===== src/rtl/i3c_mem_port_arbiter_pkg.sv =====
// Shared types and constants for the DAT/DCT table memory port arbiter.
//   DatAw            : default DAT word address width
//   I3CMemArbStarveW : width of the starvation counter
//   mem_arb_src_e    : which requester owns an in-flight read
//   starve_next()    : saturating update of the starvation counter
package i3c_mem_port_arbiter_pkg;

  localparam int DatAw            = 7;
  localparam int I3CMemArbStarveW = 4;

  typedef enum logic {
    ARB_SRC_A = 1'b0,
    ARB_SRC_B = 1'b1
  } mem_arb_src_e;

  // Counts consecutive denied cycles of A; any grant or idle cycle restarts it.
  function automatic logic [I3CMemArbStarveW-1:0] starve_next(
    input logic [I3CMemArbStarveW-1:0] q,
    input logic [I3CMemArbStarveW-1:0] limit,
    input logic                        a_req,
    input logic                        a_gnt
  );
    if (!a_req || a_gnt) return '0;
    if (q >= limit)      return q;
    return q + 1'b1;
  endfunction

endpackage


===== src/rtl/i3c_mem_port_arbiter_if.sv =====
// One requester's table-memory port.
//   master : requester side (drives req/write/addr/wdata/wmask)
//   slave  : arbiter side   (drives gnt/rvalid/rdata)
interface i3c_mem_port_arbiter_if #(
  parameter int AddrWidth = i3c_mem_port_arbiter_pkg::DatAw,
  parameter int DataWidth = 64,
  parameter int MaskWidth = DataWidth
) ();
  logic                 req;
  logic                 write;
  logic [AddrWidth-1:0] addr;
  logic [DataWidth-1:0] wdata;
  logic [MaskWidth-1:0] wmask;
  logic                 gnt;
  logic                 rvalid;
  logic [DataWidth-1:0] rdata;

  modport master (output req, write, addr, wdata, wmask, input gnt, rvalid, rdata);
  modport slave  (input req, write, addr, wdata, wmask, output gnt, rvalid, rdata);
endinterface


===== src/rtl/i3c_mem_arb_rsp_pipe.sv =====
// Read response steering. Remembers who issued the read granted this cycle
// and routes the RAM data (1-cycle latency) back to that requester only.
//   rd_gnt_i / rd_src_i : a read was granted this cycle, and to whom
//   mem_rdata_i         : RAM read data
//   a_* / b_*           : per-requester rvalid pulse and gated rdata
module i3c_mem_arb_rsp_pipe
  import i3c_mem_port_arbiter_pkg::*;
#(
  parameter int DataWidth = 64
) (
  input  logic                 clk_i,
  input  logic                 rst_i,
  input  logic                 rd_gnt_i,
  input  mem_arb_src_e         rd_src_i,
  input  logic [DataWidth-1:0] mem_rdata_i,
  output logic                 a_rvalid_o,
  output logic [DataWidth-1:0] a_rdata_o,
  output logic                 b_rvalid_o,
  output logic [DataWidth-1:0] b_rdata_o
);

  logic         rsp_pend_q;
  mem_arb_src_e rsp_src_q;

  // Async reset drops any in-flight read, so no rvalid appears after release.
  always_ff @(posedge clk_i or posedge rst_i) begin
    if (rst_i) begin
      rsp_pend_q <= 1'b0;
      rsp_src_q  <= ARB_SRC_A;
    end else begin
      rsp_pend_q <= rd_gnt_i;
      if (rd_gnt_i) rsp_src_q <= rd_src_i;
    end
  end

  always_comb begin
    a_rvalid_o = rsp_pend_q && (rsp_src_q == ARB_SRC_A);
    b_rvalid_o = rsp_pend_q && (rsp_src_q == ARB_SRC_B);
    a_rdata_o  = a_rvalid_o ? mem_rdata_i : '0;
    b_rdata_o  = b_rvalid_o ? mem_rdata_i : '0;
  end

endmodule


===== src/rtl/i3c_mem_port_arbiter.sv =====
// Two-requester arbiter in front of a single-port DAT/DCT table RAM.
// B (command engine) has fixed priority; A (CSR window) takes priority once
// it has been denied StarveLimit (1..15) consecutive cycles.
// Optional: define I3C_MEM_ARB_LOCK_EN to add b_lock_i, which keeps A out
// while B is the last grantee so B read-modify-write sequences are atomic.
//   clk_i, rst_i  : clock, async active-high reset
//   a, b          : requester ports (slave side of the port interface)
//   b_lock_i      : (lock build only) B atomic-sequence lock
//   mem_*         : RAM request side; mem_rdata_i valid 1 cycle after a read
module i3c_mem_port_arbiter
  import i3c_mem_port_arbiter_pkg::*;
#(
  parameter int AddrWidth   = DatAw,
  parameter int DataWidth   = 64,
  parameter int MaskWidth   = DataWidth,
  parameter int StarveLimit = 4
) (
  input  logic                 clk_i,
  input  logic                 rst_i,
  i3c_mem_port_arbiter_if.slave a,
  i3c_mem_port_arbiter_if.slave b,
`ifdef I3C_MEM_ARB_LOCK_EN
  input  logic                 b_lock_i,
`endif
  output logic                 mem_req_o,
  output logic                 mem_write_o,
  output logic [AddrWidth-1:0] mem_addr_o,
  output logic [DataWidth-1:0] mem_wdata_o,
  output logic [MaskWidth-1:0] mem_wmask_o,
  input  logic [DataWidth-1:0] mem_rdata_i
);

  // Field order matches the dat/dct memory sink request.
  typedef struct packed {
    logic                 write;
    logic [AddrWidth-1:0] addr;
    logic [DataWidth-1:0] wdata;
    logic [MaskWidth-1:0] wmask;
  } mem_req_t;

  localparam logic [I3CMemArbStarveW-1:0] Limit = I3CMemArbStarveW'(StarveLimit);

  logic [I3CMemArbStarveW-1:0] starve_q;
  logic     a_win, b_win, a_block;
  mem_req_t sel;

`ifdef I3C_MEM_ARB_LOCK_EN
  logic last_b_q;

  always_ff @(posedge clk_i or posedge rst_i) begin
    if (rst_i)      last_b_q <= 1'b0;
    else if (a_win) last_b_q <= 1'b0;
    else if (b_win) last_b_q <= 1'b1;
  end

  assign a_block = b_lock_i && last_b_q;
`else
  assign a_block = 1'b0;
`endif

  // Grants are gated by rst_i so requests held during reset are never taken.
  always_comb begin
    a_win = !rst_i && a.req && !a_block && (!b.req || (starve_q >= Limit));
    b_win = !rst_i && b.req && !a_win;
    a.gnt = a_win;
    b.gnt = b_win;

    sel = '0;
    if (a_win)      sel = '{write: a.write, addr: a.addr, wdata: a.wdata, wmask: a.wmask};
    else if (b_win) sel = '{write: b.write, addr: b.addr, wdata: b.wdata, wmask: b.wmask};

    mem_req_o   = a_win | b_win;
    mem_write_o = sel.write;
    mem_addr_o  = sel.addr;
    mem_wdata_o = sel.wdata;
    mem_wmask_o = sel.wmask;
  end

  always_ff @(posedge clk_i or posedge rst_i) begin
    if (rst_i) starve_q <= '0;
    else       starve_q <= starve_next(starve_q, Limit, a.req, a_win);
  end

  i3c_mem_arb_rsp_pipe #(.DataWidth(DataWidth)) u_rsp_pipe (
    .clk_i       (clk_i),
    .rst_i       (rst_i),
    .rd_gnt_i    ((a_win && !a.write) || (b_win && !b.write)),
    .rd_src_i    (a_win ? ARB_SRC_A : ARB_SRC_B),
    .mem_rdata_i (mem_rdata_i),
    .a_rvalid_o  (a.rvalid),
    .a_rdata_o   (a.rdata),
    .b_rvalid_o  (b.rvalid),
    .b_rdata_o   (b.rdata)
  );

endmodule


===== src/flat_wrapper.sv =====
// flat-port wrapper written by rule: the top's interface ports become plain ports
module i3c_mem_port_arbiter_flat import i3c_mem_port_arbiter_pkg::*;
#(
  parameter int AddrWidth   = DatAw,
  parameter int DataWidth   = 64,
  parameter int MaskWidth   = DataWidth,
  parameter int StarveLimit = 4
)
  (clk_i, rst_i, mem_req_o, mem_write_o, mem_addr_o, mem_wdata_o, mem_wmask_o, mem_rdata_i, a_req, a_write, a_addr, a_wdata, a_wmask, a_gnt, a_rvalid, a_rdata, b_req, b_write, b_addr, b_wdata, b_wmask, b_gnt, b_rvalid, b_rdata);
  i3c_mem_port_arbiter_if #(.AddrWidth(AddrWidth), .DataWidth(DataWidth), .MaskWidth(MaskWidth)) a_i ();
  i3c_mem_port_arbiter_if #(.AddrWidth(AddrWidth), .DataWidth(DataWidth), .MaskWidth(MaskWidth)) b_i ();
  input  logic clk_i;
  input  logic rst_i;
  output logic mem_req_o;
  output logic mem_write_o;
  output logic [AddrWidth-1:0] mem_addr_o;
  output logic [DataWidth-1:0] mem_wdata_o;
  output logic [MaskWidth-1:0] mem_wmask_o;
  input  logic [DataWidth-1:0] mem_rdata_i;
  input wire logic [$bits(a_i.req)-1:0] a_req;
  input wire logic [$bits(a_i.write)-1:0] a_write;
  input wire logic [$bits(a_i.addr)-1:0] a_addr;
  input wire logic [$bits(a_i.wdata)-1:0] a_wdata;
  input wire logic [$bits(a_i.wmask)-1:0] a_wmask;
  output wire logic [$bits(a_i.gnt)-1:0] a_gnt;
  output wire logic [$bits(a_i.rvalid)-1:0] a_rvalid;
  output wire logic [$bits(a_i.rdata)-1:0] a_rdata;
  input wire logic [$bits(b_i.req)-1:0] b_req;
  input wire logic [$bits(b_i.write)-1:0] b_write;
  input wire logic [$bits(b_i.addr)-1:0] b_addr;
  input wire logic [$bits(b_i.wdata)-1:0] b_wdata;
  input wire logic [$bits(b_i.wmask)-1:0] b_wmask;
  output wire logic [$bits(b_i.gnt)-1:0] b_gnt;
  output wire logic [$bits(b_i.rvalid)-1:0] b_rvalid;
  output wire logic [$bits(b_i.rdata)-1:0] b_rdata;
  assign a_i.req = a_req;
  assign a_i.write = a_write;
  assign a_i.addr = a_addr;
  assign a_i.wdata = a_wdata;
  assign a_i.wmask = a_wmask;
  assign a_gnt = a_i.gnt;
  assign a_rvalid = a_i.rvalid;
  assign a_rdata = a_i.rdata;
  assign b_i.req = b_req;
  assign b_i.write = b_write;
  assign b_i.addr = b_addr;
  assign b_i.wdata = b_wdata;
  assign b_i.wmask = b_wmask;
  assign b_gnt = b_i.gnt;
  assign b_rvalid = b_i.rvalid;
  assign b_rdata = b_i.rdata;
  i3c_mem_port_arbiter #(.AddrWidth(AddrWidth), .DataWidth(DataWidth), .MaskWidth(MaskWidth), .StarveLimit(StarveLimit)) u_core (.clk_i(clk_i), .rst_i(rst_i), .a(a_i), .b(b_i), .mem_req_o(mem_req_o), .mem_write_o(mem_write_o), .mem_addr_o(mem_addr_o), .mem_wdata_o(mem_wdata_o), .mem_wmask_o(mem_wmask_o), .mem_rdata_i(mem_rdata_i));
endmodule

===== config.mk =====
export PLATFORM = sky130hd
export DESIGN_NAME = i3c_mem_port_arbiter_flat
export DESIGN_NICKNAME = d
export VERILOG_FILES = /design/src/rtl/i3c_mem_port_arbiter_pkg.sv /design/src/rtl/i3c_mem_port_arbiter_if.sv /design/src/rtl/i3c_mem_arb_rsp_pipe.sv /design/src/rtl/i3c_mem_port_arbiter.sv /design/src/flat_wrapper.sv
export SDC_FILE = /design/constraint.sdc
export NUM_CORES = 1
export LEC_CHECK = 0
export ABC_AREA = 1
export CAP_MARGIN = 20
export CORE_AREA = 2 2 237 239
export CTS_CLUSTER_SIZE = 12
export DETAILED_ROUTE_END_ITERATION = 7
export DIE_AREA = 0 0 239 241
export MAX_ROUTING_LAYER = met4
export PLACE_DENSITY_LB_ADDON = 0.05
export SETUP_SLACK_MARGIN = 0.15
export SLEW_MARGIN = 20
export SYNTH_ARGS = -nofsm -noshare
export SYNTH_HDL_FRONTEND = slang
export SYNTH_SLANG_ARGS = --single-unit

===== constraint.sdc =====
create_clock -name clk_i -period 1.4 [get_ports clk_i]
set_clock_uncertainty 0.1 [all_clocks]
set_input_delay 0.28 -clock clk_i [delete_from_list [all_inputs] [get_ports clk_i]]
set_output_delay 0.28 -clock clk_i [all_outputs]
set_load 0.05 [all_outputs]

-- Word-level counts from Yosys, hierarchy flattened
Index checks and enable logic that the tools add are counted.
- output and inout bits: 269
- bits in registers: 6
- word-level logic and storage cells: 37
- input port bits: 340
- reductions and logical operators: 17
- bitwise logic cells: 2
- order comparisons: 1
- equality and inequality tests: 1
- mux-type cells: 12
- $add $sub $neg: 1
- operator list (cell ; number):
    $mux 136 ; 2
    $mux 64 ; 2
    $mux 4 ; 4
    $logic_and 1x1->1 ; 8
    $logic_not 1->1 ; 6
    $add 4x1->4 const B ; 1
    $ge 4x3->1 const B ; 1
    $mux 1 ; 4
    $logic_or 1x1->1 ; 3
    $ne 3x2->1 const B ; 1
    $not 1->1 ; 1
    $or 1x1->1 ; 1

-- Logic depth before layout (Yosys ltp)
Gate-level depths: netlist (run 1).
- word-level depth: 8
- mapped depth: 8
- gate-level depth less buffers: 6

-- Cells and area by module
Synthesis (run 1) repeated with hierarchy kept, for this count alone.
- cells, all modules: 704
- area, all modules: 3493.4 sq um
- modules (own cells, without submodules) (module ; seq. area each (sq um) ; times used ; cells each ; area an instance (sq um)):
    i3c_mem_port_arbiter ; 100.1 ; 1 ; 486 ; 2547.4
    i3c_mem_arb_rsp_pipe ; 50.0 ; 1 ; 218 ; 945.9

-- Worst setup path before layout (run 1)
Ideal clock, no wire load.
- path type: reg2out
- from: register u_core.u_rsp_pipe.rsp_src_q
- to: output port a_rdata[10]
- arrival: 2183 ps
- setup slack: -1163 ps
- buffers on the path: 1
- data required time: 1020 ps
- stages on the path, launching flop included: 5
- cells stage by stage: dfrtp_1 > nor2_1 > inv_2 > clkbuf_1 > nor2_1
- longest elaborated chain between the ends: 3
- RTL lines (item ; line ; text):
    start, declared ; i3c_mem_arb_rsp_pipe.sv:23 ; mem_arb_src_e rsp_src_q;
    start signal, assigned ; i3c_mem_arb_rsp_pipe.sv:32 ; if (rd_gnt_i) rsp_src_q <= rd_src_i;
    $not 1->1 ; i3c_mem_arb_rsp_pipe.sv:37 ; a_rvalid_o = rsp_pend_q && (rsp_src_q == ARB_SRC_A);
    $logic_and 1x1->1 ; i3c_mem_arb_rsp_pipe.sv:37 ;
    net a_rvalid ; flat_wrapper.sv:26 ; output wire logic [$bits(a_i.rvalid)-1:0] a_rvalid;
    $mux 64 ; i3c_mem_arb_rsp_pipe.sv:39 ; a_rdata_o = a_rvalid_o ? mem_rdata_i : '0;
    end, declared ; flat_wrapper.sv:27 ; output wire logic [$bits(a_i.rdata)-1:0] a_rdata;
The timed path passes the listed nets, and every way through them passes these cells.

-- Final worst setup path (run 1)
- from: register u_core.starve_q[2]
- to: output port mem_wdata_o[1]
- longest elaborated chain between the ends: 7
- RTL lines (item ; line ; text):
    start, declared ; i3c_mem_port_arbiter.sv:43 ; logic [I3CMemArbStarveW-1:0] starve_q;
    start signal, assigned ; i3c_mem_port_arbiter.sv:81 ; else starve_q <= starve_next(starve_q, Limit, a.req, a_win);
    $ge 4x3->1 * ; i3c_mem_port_arbiter.sv:63 ; a_win = !rst_i && a.req && !a_block && (!b.req || (starve_q >= Limit));
    $logic_or 1x1->1 * ; i3c_mem_port_arbiter.sv:63 ;
    $logic_and 1x1->1 * ; i3c_mem_port_arbiter.sv:63 ;
    $logic_not 1->1 ; i3c_mem_port_arbiter.sv:64 ; b_win = !rst_i && b.req && !a_win;
    $logic_and 1x1->1 ; i3c_mem_port_arbiter.sv:64 ;
    $mux 136 ; i3c_mem_port_arbiter.sv:70 ; else if (b_win) sel = '{write: b.write, addr: b.addr, wdata: b.wdata, wmask: b.wmask};
    $mux 136 * ; i3c_mem_port_arbiter.sv:69 ; if (a_win) sel = '{write: a.write, addr: a.addr, wdata: a.wdata, wmask: a.wmask};
    end, declared ; flat_wrapper.sv:17 ; output logic [DataWidth-1:0] mem_wdata_o;
Mark *: on every way between the ends. The rest lies on a longest branch, timed or not.

==> flow_summary.ini, run 1 <==
[pwr]
power_uw = 8050
cellLeakagePower_uw = 0.00767
power_density_nw_per_um2 = 402
vdd_drop_max_mv = 0.326

[cts]
clkLatencyLatePin_ns = 0.23
cts_sinks = 6
hold_buffers = 0
clk_pin_slew_ns = 0.03
ctsRootBufferMaster = clkbuf_16
cts_max_level = 1
tritoncts = built
clock_path_buffers = 2
cts_buffers = 3

[yosys]
syn-instance-count = 701
synth_area_leaders = nand2_1, nand3_1, nor2_1
synth.largest_area_cell = nand2_1
syn_area_um2 = 3190
synth_top_area_share_pct = 32.8
ys_ff_latch = 6
synth.net_count = 1042
synth.avg_cell_area_um2 = 4.55
synth_seq_area_share_pct = 4.71
ys_warn_count = 0
yosysUniqueCellTypes = 18

[worst_setup_path]
r2r_slack_ns = -0.14
worst-setup-path-type = flip-flop to output pin
critPathLaunch = u_core.starve_q[2]
r2r_cells = 8
reg2reg_from = u_core.starve_q[2]
critPathLaunchType = flip-flop
cp.arrival_ns = 1.77
cp.required_ns = 1.02
critPathCaptureType = output pin
path_max_fanout = 6
r2r-end = u_core.starve_q[1]

[flow_run]
cap_violations = 0

[drt]
avgRoutedWirePerCell_um = 18.9
viasPerCell = 3.42
via_count = 7126
drc = 0
drtIter0Drc = 104
dr.pass1.iters = 4
ant_nets = 0
routed_wl_um = 39500

[global_routing]
track_usage_pct = 13.6
grt_max_degree = 19
grt_pass1_wl_um = 55400
grt_pass1_vias = 7834
grt_antenna_before_repair = 7
overflow = 0

[floorplanning]
die_x_um = 239
rows = 86
core_um2 = 54900
start_util_pct = 5.81
io_pins = 609
dieArea_um2 = 57600
die_y_um = 241

[timing]
setup_viol = 275
layout_min_cycle_time_ns = 2.15
rsz0062_at_grt = true
min_period_over_period_pct = 154
postLayoutSetupSlackWorst_ns = -0.754
hold_viol_final = 0
slew_viol_final = 0
max_freq_mhz = 464
slew_headroom_pct = 82.8
tightestPinTransition_ns = 0.258
hold_ws_ns = 0.159

[place]
place_hpwl_um = 34800
place_area_um2 = 18900
portBuffers = 608
pre_cts_ws_ns = -0.886
globalplace.congestion = 0.760

[layout]
final_nets = 1714
final_area_um2 = 20000
fill_cells = 5348
area_growth_syn_to_layout_pct = 527
final_util_pct = 36.5
drive_gt1_share_pct = 66.5

[outcome]
status = complete, but fails checks
failed_checks = setup timing

[hold_path]
worstHoldPathType = input port to asynchronous set/reset pin
==> registers in the layout (all words and copies together), names as in the netlist <==
name and cells:
u_core.starve_q 4, u_core.u_rsp_pipe.rsp_pend_q 1, u_core.u_rsp_pipe.rsp_src_q 1
==> metrics by stage <==
step / setup TNS, ns / instances
final: -142.22 / 2083
after global routing: -159.89 / 2082
after CTS: -147.37 / 2069
after detailed placement: -144.13 / 2042
after global placement: -145.01 / 2042
after floorplan: -68.42 / 701
==> cells in the mapped netlist <==
master,instances
dfrtp_1,6
nand3_1,137
inv_1,75
nor2_1,136
nor2_4,1
inv_2,2
nand2_2,1
nand2_1,279
a21oi_1,2
xnor2_1,1
clkbuf_1,8
buf_1,5
buf_2,17
nor2_2,1
buf_4,2
ha_1,1
nand2_4,1
buf_6,26
==> cells by family after synthesis <==
kind of cell / after synthesis / synth area share, %
buf+inv: 135 / 22.9
simple gates: 556 / 71.4
compound gates: 2 / 0.314
xor+xnor: 1 / 0.275
flops: 6 / 4.71
fa+ha+maj: 1 / 0.392
==> cell usage in the layout, fill, tap and decap left out, types with 5 or more instances in the layout <==
master	count
nand3_1	9
diode_2	8
buf_12	310
nor2_1	9
nand2_8	144
nand2_1	20
buf_4	42
clkbuf_16	5
buf_16	19
nand3_4	119
buf_8	6
nand2_2	25
nand3_2	9
nand2_4	92
inv_1	74
clkdlybuf4s50_1	336
nor2_4	129
buf_6	5
==> worst max-delay path by stage <==
stage	to	depth (start not counted)
final	mem_wdata_o[1]	10
after global routing	mem_wdata_o[20]	10
after CTS	mem_wmask_o[14]	9
after detailed placement	mem_wdata_o[53]	9
after global placement	mem_wdata_o[43]	9
after floorplan	a_rdata[0]	3
==> where the power goes <==
part / total (uW) / internal, uW / leakage (uW) / switching, uW
combinational: 7380 / 3610 / 0.00756 / 3770
sequential: 212 / 193 / 0.0000759 / 18.9
clock: 462 / 367 / 0.0000370 / 95.5
total: 8050 / 4170 / 0.00767 / 3880
==> metal layers <==
metal	wire, um	GRT usage (%)	vias up
li1	-	-	3513
met1	12900	13.6	3303
met2	22900	26.6	302
met3	3450	4.35	8
met4	197	1.10	0
met5	0	-	-
==> worst max-delay path, stage by stage (launching register included) <==
cell and delay [ns]:
dfrtp_1 0.40, nor2_4 0.16, nand2_4 0.08, nand2_8 0.09, buf_16 0.12, buf_12 0.13, buf_12 0.13, buf_16 0.14
nand3_4 0.09, nand2_8 0.07, buf_12 0.13
==> repair_timing <==
action	CTS	global route
gates cloned	10	2
resized for setup	90	12
pin swaps	24	10
setup endpoints to repair	275	275
setup buffers	14	4
endpoints found under the hold margin	0	0
==> area by class of cell <==
type	instances	area (um2)	area share, %
repair buffers	724	10700	53.3
diodes	8	20.0	0.100
repair inverters	1	16.3	0.0813
inverters	77	317	1.58
flip-flops and latches	6	153	0.763
multi-input cells	560	7890	39.4
well taps	704	881	4.40
clock buffers	3	75.1	0.375
(Power assumes the default switching activity.)
==> run 2: changes to the inputs <==
--- a/config.mk
+++ b/config.mk
@@ -7,10 +7,9 @@
 export LEC_CHECK = 0
 export ABC_AREA = 1
 export CAP_MARGIN = 20
-export CORE_AREA = 2 2 237 239
-export CTS_CLUSTER_SIZE = 12
+export CORE_AREA = 2 2 234 236
 export DETAILED_ROUTE_END_ITERATION = 7
-export DIE_AREA = 0 0 239 241
+export DIE_AREA = 0 0 236 238
 export MAX_ROUTING_LAYER = met4
 export PLACE_DENSITY_LB_ADDON = 0.05
 export SETUP_SLACK_MARGIN = 0.15
==> constraint.sdc (replaced) <==
create_clock -name clk_i -period 2.62 [get_ports clk_i]
set_clock_uncertainty 0.1 [all_clocks]
set_input_delay 0.524 -clock clk_i [delete_from_list [all_inputs] [get_ports clk_i]]
set_output_delay 0.524 -clock clk_i [all_outputs]
set_load 0.05 [all_outputs]
==> run 2 against run 1 <==
Global-route usage is 0.49 points higher. Clock power down 47%. Combinational power shrank 60%. Worst setup slack improved by 0.96 ns. Critical endpoint is now mem_wdata_o[19]. Routed wire length grew 4.9%. First-iteration DRC count is 50% higher. Register-to-register slack improved by 1.2 ns. Critical path depth stayed put. Sequential power is 49% lower. The flow now finishes without violations. Largest cell class unchanged. Hold slack improved by 0.0083 ns. Non-clock buffer count decreased by 51. Final area shrank 33%.
==> flow_summary.ini, run 2 (synthesis gave the netlist of run 1 again) <==
[worst_setup_path]
critPathLaunchType = input port
path_cells = clkdlybuf4s15_2 -> inv_2 -> nor2_4 -> nand2_4 -> buf_6 -> buf_12 -> clkbuf_16 -> nand3_1 -> nand2_1 -> buf_12
path_buf_inv = 6
path_max_fanout = 6
cp.required_ns = 2.00
crit_top_cell = buf_12
crit_family = buffers and inverters
cp.arrival_ns = 1.80
worst-setup-path-type = input port to output pin
critPathCaptureType = output pin
crit_slowest_cell = clkdlybuf4s15_2
crit_path_max_incr_delay_ns = 0.19

[timing]
tightestPinTransition_ns = 0.417
slew_headroom_pct = 72.1
min_period_over_period_pct = 92.3
hold_viol_final = 0
max_freq_mhz = 413
layout_min_cycle_time_ns = 2.42
setup_viol = 0
rsz0062_at_grt = true
slew_viol_final = 0

[cts]
clkLatencyLatePin_ns = 0.23
ctsRootBufferMaster = clkbuf_16
hold_buffers = 0
tritoncts = built
cts_sinks = 6
clk_pin_slew_ns = 0.03
cts_max_level = 1
cts_buffers = 3
clock_path_buffers = 2

[layout]
largest_register_ffs = 4
reg.largest.list = u_core.starve_q (4), u_core.u_rsp_pipe.rsp_pend_q (1), u_core.u_rsp_pipe.rsp_src_q (1)
layout_common_cells = clkdlybuf4s50_1, buf_12, nand2_1
area_growth_syn_to_layout_pct = 322
final_nets = 1662
final_cells = 2022
regMostFlops = u_core.starve_q
drive_gt1_share_pct = 33.8
final_common_cell = clkdlybuf4s50_1

[drt]
dr.pass1.iters = 4
avgRoutedWirePerCell_um = 20.5
viasPerCell = 3.35
routed_wl_um = 41400
drc = 0
ant_nets = 0
via_count = 6765
drtIter0Drc = 156

[place]
portBuffers = 608
placed_cells = 1982
globalplace.congestion = 0.838
place_hpwl_um = 34300

[global_routing]
overflow = 0
grt_pass1_vias = 6990
grt_max_degree = 66
grt_pass1_wl_um = 55300
grt_antenna_before_repair = 8
track_usage_pct = 14.1

[floorplanning]
io_pins = 609
core_um2 = 53500
start_util_pct = 5.96
die_y_um = 238
dieArea_um2 = 56200
rows = 85
die_x_um = 236

[pwr]
vdd_drop_max_mv = 0.125
power_uw = 3290
power_density_nw_per_um2 = 244
cellLeakagePower_uw = 0.00603

[flow_run]
cap_violations = 0

[outcome]
status = finished clean

[hold_path]
worstHoldPathType = input port to asynchronous set/reset pin
[run 2: cell types whose count changed in the layout (fill, tap and decap cells not counted), moves of 6 or more]
cell and change:
buf_12 -51, nand2_4 -91, buf_8 -6, buf_4 +9, nor2_4 -126, nand3_4 -119
nand2_8 -144, nand3_1 +124, nand2_1 +168, nor2_1 +124, nand2_2 +67, buf_16 -11
[run 2: repair_timing]
item                                    4_1_cts  5_1_grt
setup buffers                                14        0
endpoints found under the setup margin      139       96
gates cloned                                  8        8
endpoints found under the hold margin         0        0
pin swaps                                     6       14
gates resized for setup                      77       58
[run 2: where the power goes]
part           switching, uW  total (uW)  internal (uW)
sequential              7.23         109            102
clock                   48.5         244            196
combinational           1470        2930           1460
total                   1530        3290           1760
[run 2: final timing paths]
kind                                        startpoint                      endpoint  slack, ns  depth (start not counted)
max                                              a_req               mem_wdata_o[19]       0.20                         10
min                                              rst_i            u_core.starve_q[0]       0.17                          2
max reg2reg                         u_core.starve_q[3]  u_core.u_rsp_pipe.rsp_pend_q       1.09                          7
min reg2reg                u_core.u_rsp_pipe.rsp_src_q   u_core.u_rsp_pipe.rsp_src_q       0.45                          2
max in group asynchronous                        rst_i            u_core.starve_q[3]       2.05                          2
min in group clk_i         u_core.u_rsp_pipe.rsp_src_q   u_core.u_rsp_pipe.rsp_src_q       0.45                          2
[run 2: metal layers]
| metal | GRT usage, % | up-vias | share of wire [%] |
|---|---|---|---|
| li1 | - | 3372 | - |
| met1 | 14.3 | 3101 | 36 |
| met2 | 28.0 | 284 | 57 |
| met3 | 3.78 | 8 | 6.7 |
| met4 | 0.733 | 0 | 0.29 |
| met5 | - | - | 0 |
[run 2: worst register-to-register path, stage by stage (launching register included)]
cell and delay (ns):
dfrtp_1 0.39, nor2_4 0.13, nand2_2 0.08, nand2_4 0.14, buf_6 0.15, buf_6 0.22, nand3_1 0.16, nand2_1 0.09
[run 2: metrics by stage]
| step | worst slack [ns] | hold slack, ns | util [%] | TNS, ns | cell area, um2 |
|---|---|---|---|---|---|
| floorplan | 0.0857 | 0.215 | - | 0 | 3190 |
| global placement | -0.172 | 0.442 | 23.4 | -12.66 | 12500 |
| detailed placement | -0.157 | 0.450 | 23.4 | -11.65 | 12500 |
| CTS | 0.147 | 0.275 | 24.6 | 0 | 13100 |
| global route | 0.121 | 0.193 | 25.2 | 0 | 13500 |
| finish | 0.201 | 0.167 | 25.2 | 0 | 13500 |
[run 2: cell type report]
class,instances,area [um2]
Clock buffer,3,75.1
Tap cell,696,871
Antenna cell,7,17.5
Inverter,77,302
Multi-Input combinational cell,560,2570
Sequential cell,6,150
Timing Repair Buffer,673,9480
Fill cell,5840,40000
==> run 3: changes to the inputs <==
--- a/config.mk
+++ b/config.mk
@@ -12,6 +12,7 @@
 export DIE_AREA = 0 0 236 238
 export MAX_ROUTING_LAYER = met4
 export PLACE_DENSITY_LB_ADDON = 0.05
+export REMOVE_ABC_BUFFERS = 1
 export SETUP_SLACK_MARGIN = 0.15
 export SLEW_MARGIN = 20
 export SYNTH_ARGS = -nofsm -noshare
==> run 3 against run 2 <==
First-iteration DRC count up 24%. Clock power about the same. Highest routed layer unchanged. Cell count down 0.40%. Sequential cell count unchanged. Register-to-register slack better by 0.02 ns. Critical path depth unchanged. Hold slack better by 0.11 ns. Final area down 0.36%. Sequential power about the same. Non-clock buffer count down 13. Power down 0.64%. Core utilization down 0.091 points.
==> flow_summary.ini, run 3 (synthesis gave the netlist of run 1 again) <==
[outcome]
status = finished clean

[layout]
final_area_um2 = 13400
layout_common_cells = clkdlybuf4s50_1, buf_12, nand2_1
drive_gt1_share_pct = 28.3
final_common_cell = clkdlybuf4s50_1
area_growth_syn_to_layout_pct = 321
final_nets = 1649
final_cells = 2014
reg.largest.list = u_core.starve_q (4), u_core.u_rsp_pipe.rsp_pend_q (1), u_core.u_rsp_pipe.rsp_src_q (1)
regMostFlops = u_core.starve_q
multi_input_area_um2 = 2430
regArea_um2 = 150
largest_register_ffs = 4
fill_cells = 5849
final_util_pct = 25.1

[timing]
setup_viol = 0
slew_viol_final = 0
tightestPinTransition_ns = 0.366
hold_ws_ns = 0.281
rsz0062_at_grt = false
min_period_over_period_pct = 91.8
slew_headroom_pct = 75.5
hold_viol_final = 0
max_freq_mhz = 416
layout_min_cycle_time_ns = 2.40

[global_routing]
grt_pass1_vias = 7189
track_usage_pct = 14.1
grt_pass1_wl_um = 54900
grt_max_degree = 42
overflow = 0
grt_antenna_before_repair = 16

[drt]
viasPerCell = 3.34
routed_wl_um = 40700
drtIter0Drc = 193
drc = 0
avgRoutedWirePerCell_um = 20.2
via_count = 6728
ant_nets = 0
dr.pass1.iters = 5

[pwr]
p_int_uw = 1750
seqPwrFrac_pct = 3.3
swShare_pct = 46.4
power_uw = 3270
power_density_nw_per_um2 = 243
power.share.clock_pct = 7.6
cellLeakagePower_uw = 0.00598
p_switching_uw = 1510
pwr-share-comb_pct = 89.1
vdd_drop_max_mv = 0.138

[place]
place_area_um2 = 12900
placed_cells = 1984
portBuffers = 608
place_hpwl_um = 35500
globalplace.congestion = 0.787

[floorplanning]
core_um2 = 53500
die_x_um = 236
dieArea_um2 = 56200
start_util_pct = 5.96
rows = 85
io_pins = 609
die_y_um = 238

[worst_setup_path]
path_buf_inv = 7
path_cells = buf_2 -> buf_4 -> nor2_4 -> buf_12 -> buf_16 -> buf_12 -> buf_16 -> nand3_1 -> nand2_2 -> buf_12
critPathLaunch = rst_i
worst-setup-path-type = input port to output pin
cp.arrival_ns = 1.78
crit_top_cell = buf_12
cp.required_ns = 2.00
critPathCaptureType = output pin
crit_slowest_cell = nor2_4
reg2reg_from = u_core.starve_q[3]
crit_family = buffers and inverters
crit_path_max_incr_delay_ns = 0.16
path_max_fanout = 10
critPathLaunchType = input port

[cts]
clkLatencyLatePin_ns = 0.23
cts_buffers = 3
clock_path_buffers = 2
hold_buffers = 0
tritoncts = built
cts_sinks = 6
cts_max_level = 1
clk_pin_slew_ns = 0.03
ctsRootBufferMaster = clkbuf_16

[flow_run]
cap_violations = 0

[hold_path]
worstHoldPathType = input port to asynchronous set/reset pin
-- run 3: cell count changes in the layout (fill, tap and decap cells not counted), moves of 2 or more --
cell	before	now
buf_12	259	284
diode_2	7	12
clkbuf_16	9	4
buf_4	51	24
nand2_1	188	249
buf_6	8	1
nand2_2	92	30
buf_8	0	2
-- run 3: cell type report --
type,instances,area share [%]
Antenna cell,12,0.224
Clock buffer,3,0.559
Inverter,77,2.25
Multi-Input combinational cell,560,18.1
Sequential cell,6,1.12
Tap cell,696,6.49
Timing Repair Buffer,660,71.3
-- run 3: per-stage QoR --
step	setup TNS (ns)	setup slack (ns)
detailed placement	-14.20	-0.189
global route	0	0.149
floorplan	-531.03	-3.87
global placement	-13.89	-0.193
finish	0	0.216
CTS	0	0.123
-- run 3: final timing paths --
check / cells after the start / slack (ns) / to
hold reg to reg: 2 / 0.43 / u_core.u_rsp_pipe.rsp_src_q
hold / removal: 3 / 0.28 / u_core.starve_q[1]
max in group asynchronous: 3 / 1.94 / u_core.u_rsp_pipe.rsp_pend_q
setup / recovery: 10 / 0.22 / mem_wmask_o[56]
min in group clk_i: 2 / 0.43 / u_core.u_rsp_pipe.rsp_src_q
setup reg to reg: 7 / 1.11 / u_core.starve_q[1]
-- run 3: power groups by stage --
stage	registers, uW	clock network, uW	logic, uW
3_3_place_gp	110	0	2890
6_report	109	247	2910
4_1_cts	109	252	2950
2_1_floorplan	108	0	1080
3_5_place_dp	111	0	2880
5_1_grt	111	256	3040
-- run 3: metal layers --
metal  up-vias  part of all wire, %  GRT usage [%]
met2       388                   54           27.6
met1      2976                   35           13.7
met5         -                    0              -
met4         0                 0.41          0.521
li1       3348                    -              -
met3        16                   10           5.28
-- run 3: worst min-delay path, cell delays in order --
cell   delay, ns
buf_2       0.12
buf_4       0.14
inv_1       0.19
-- run 3: what timing repair did --
item,CTS,global route
setup buffers,7,2
gates cloned,5,1
resized for setup,58,7
pin swaps,5,3
endpoints found under the setup margin,139,78
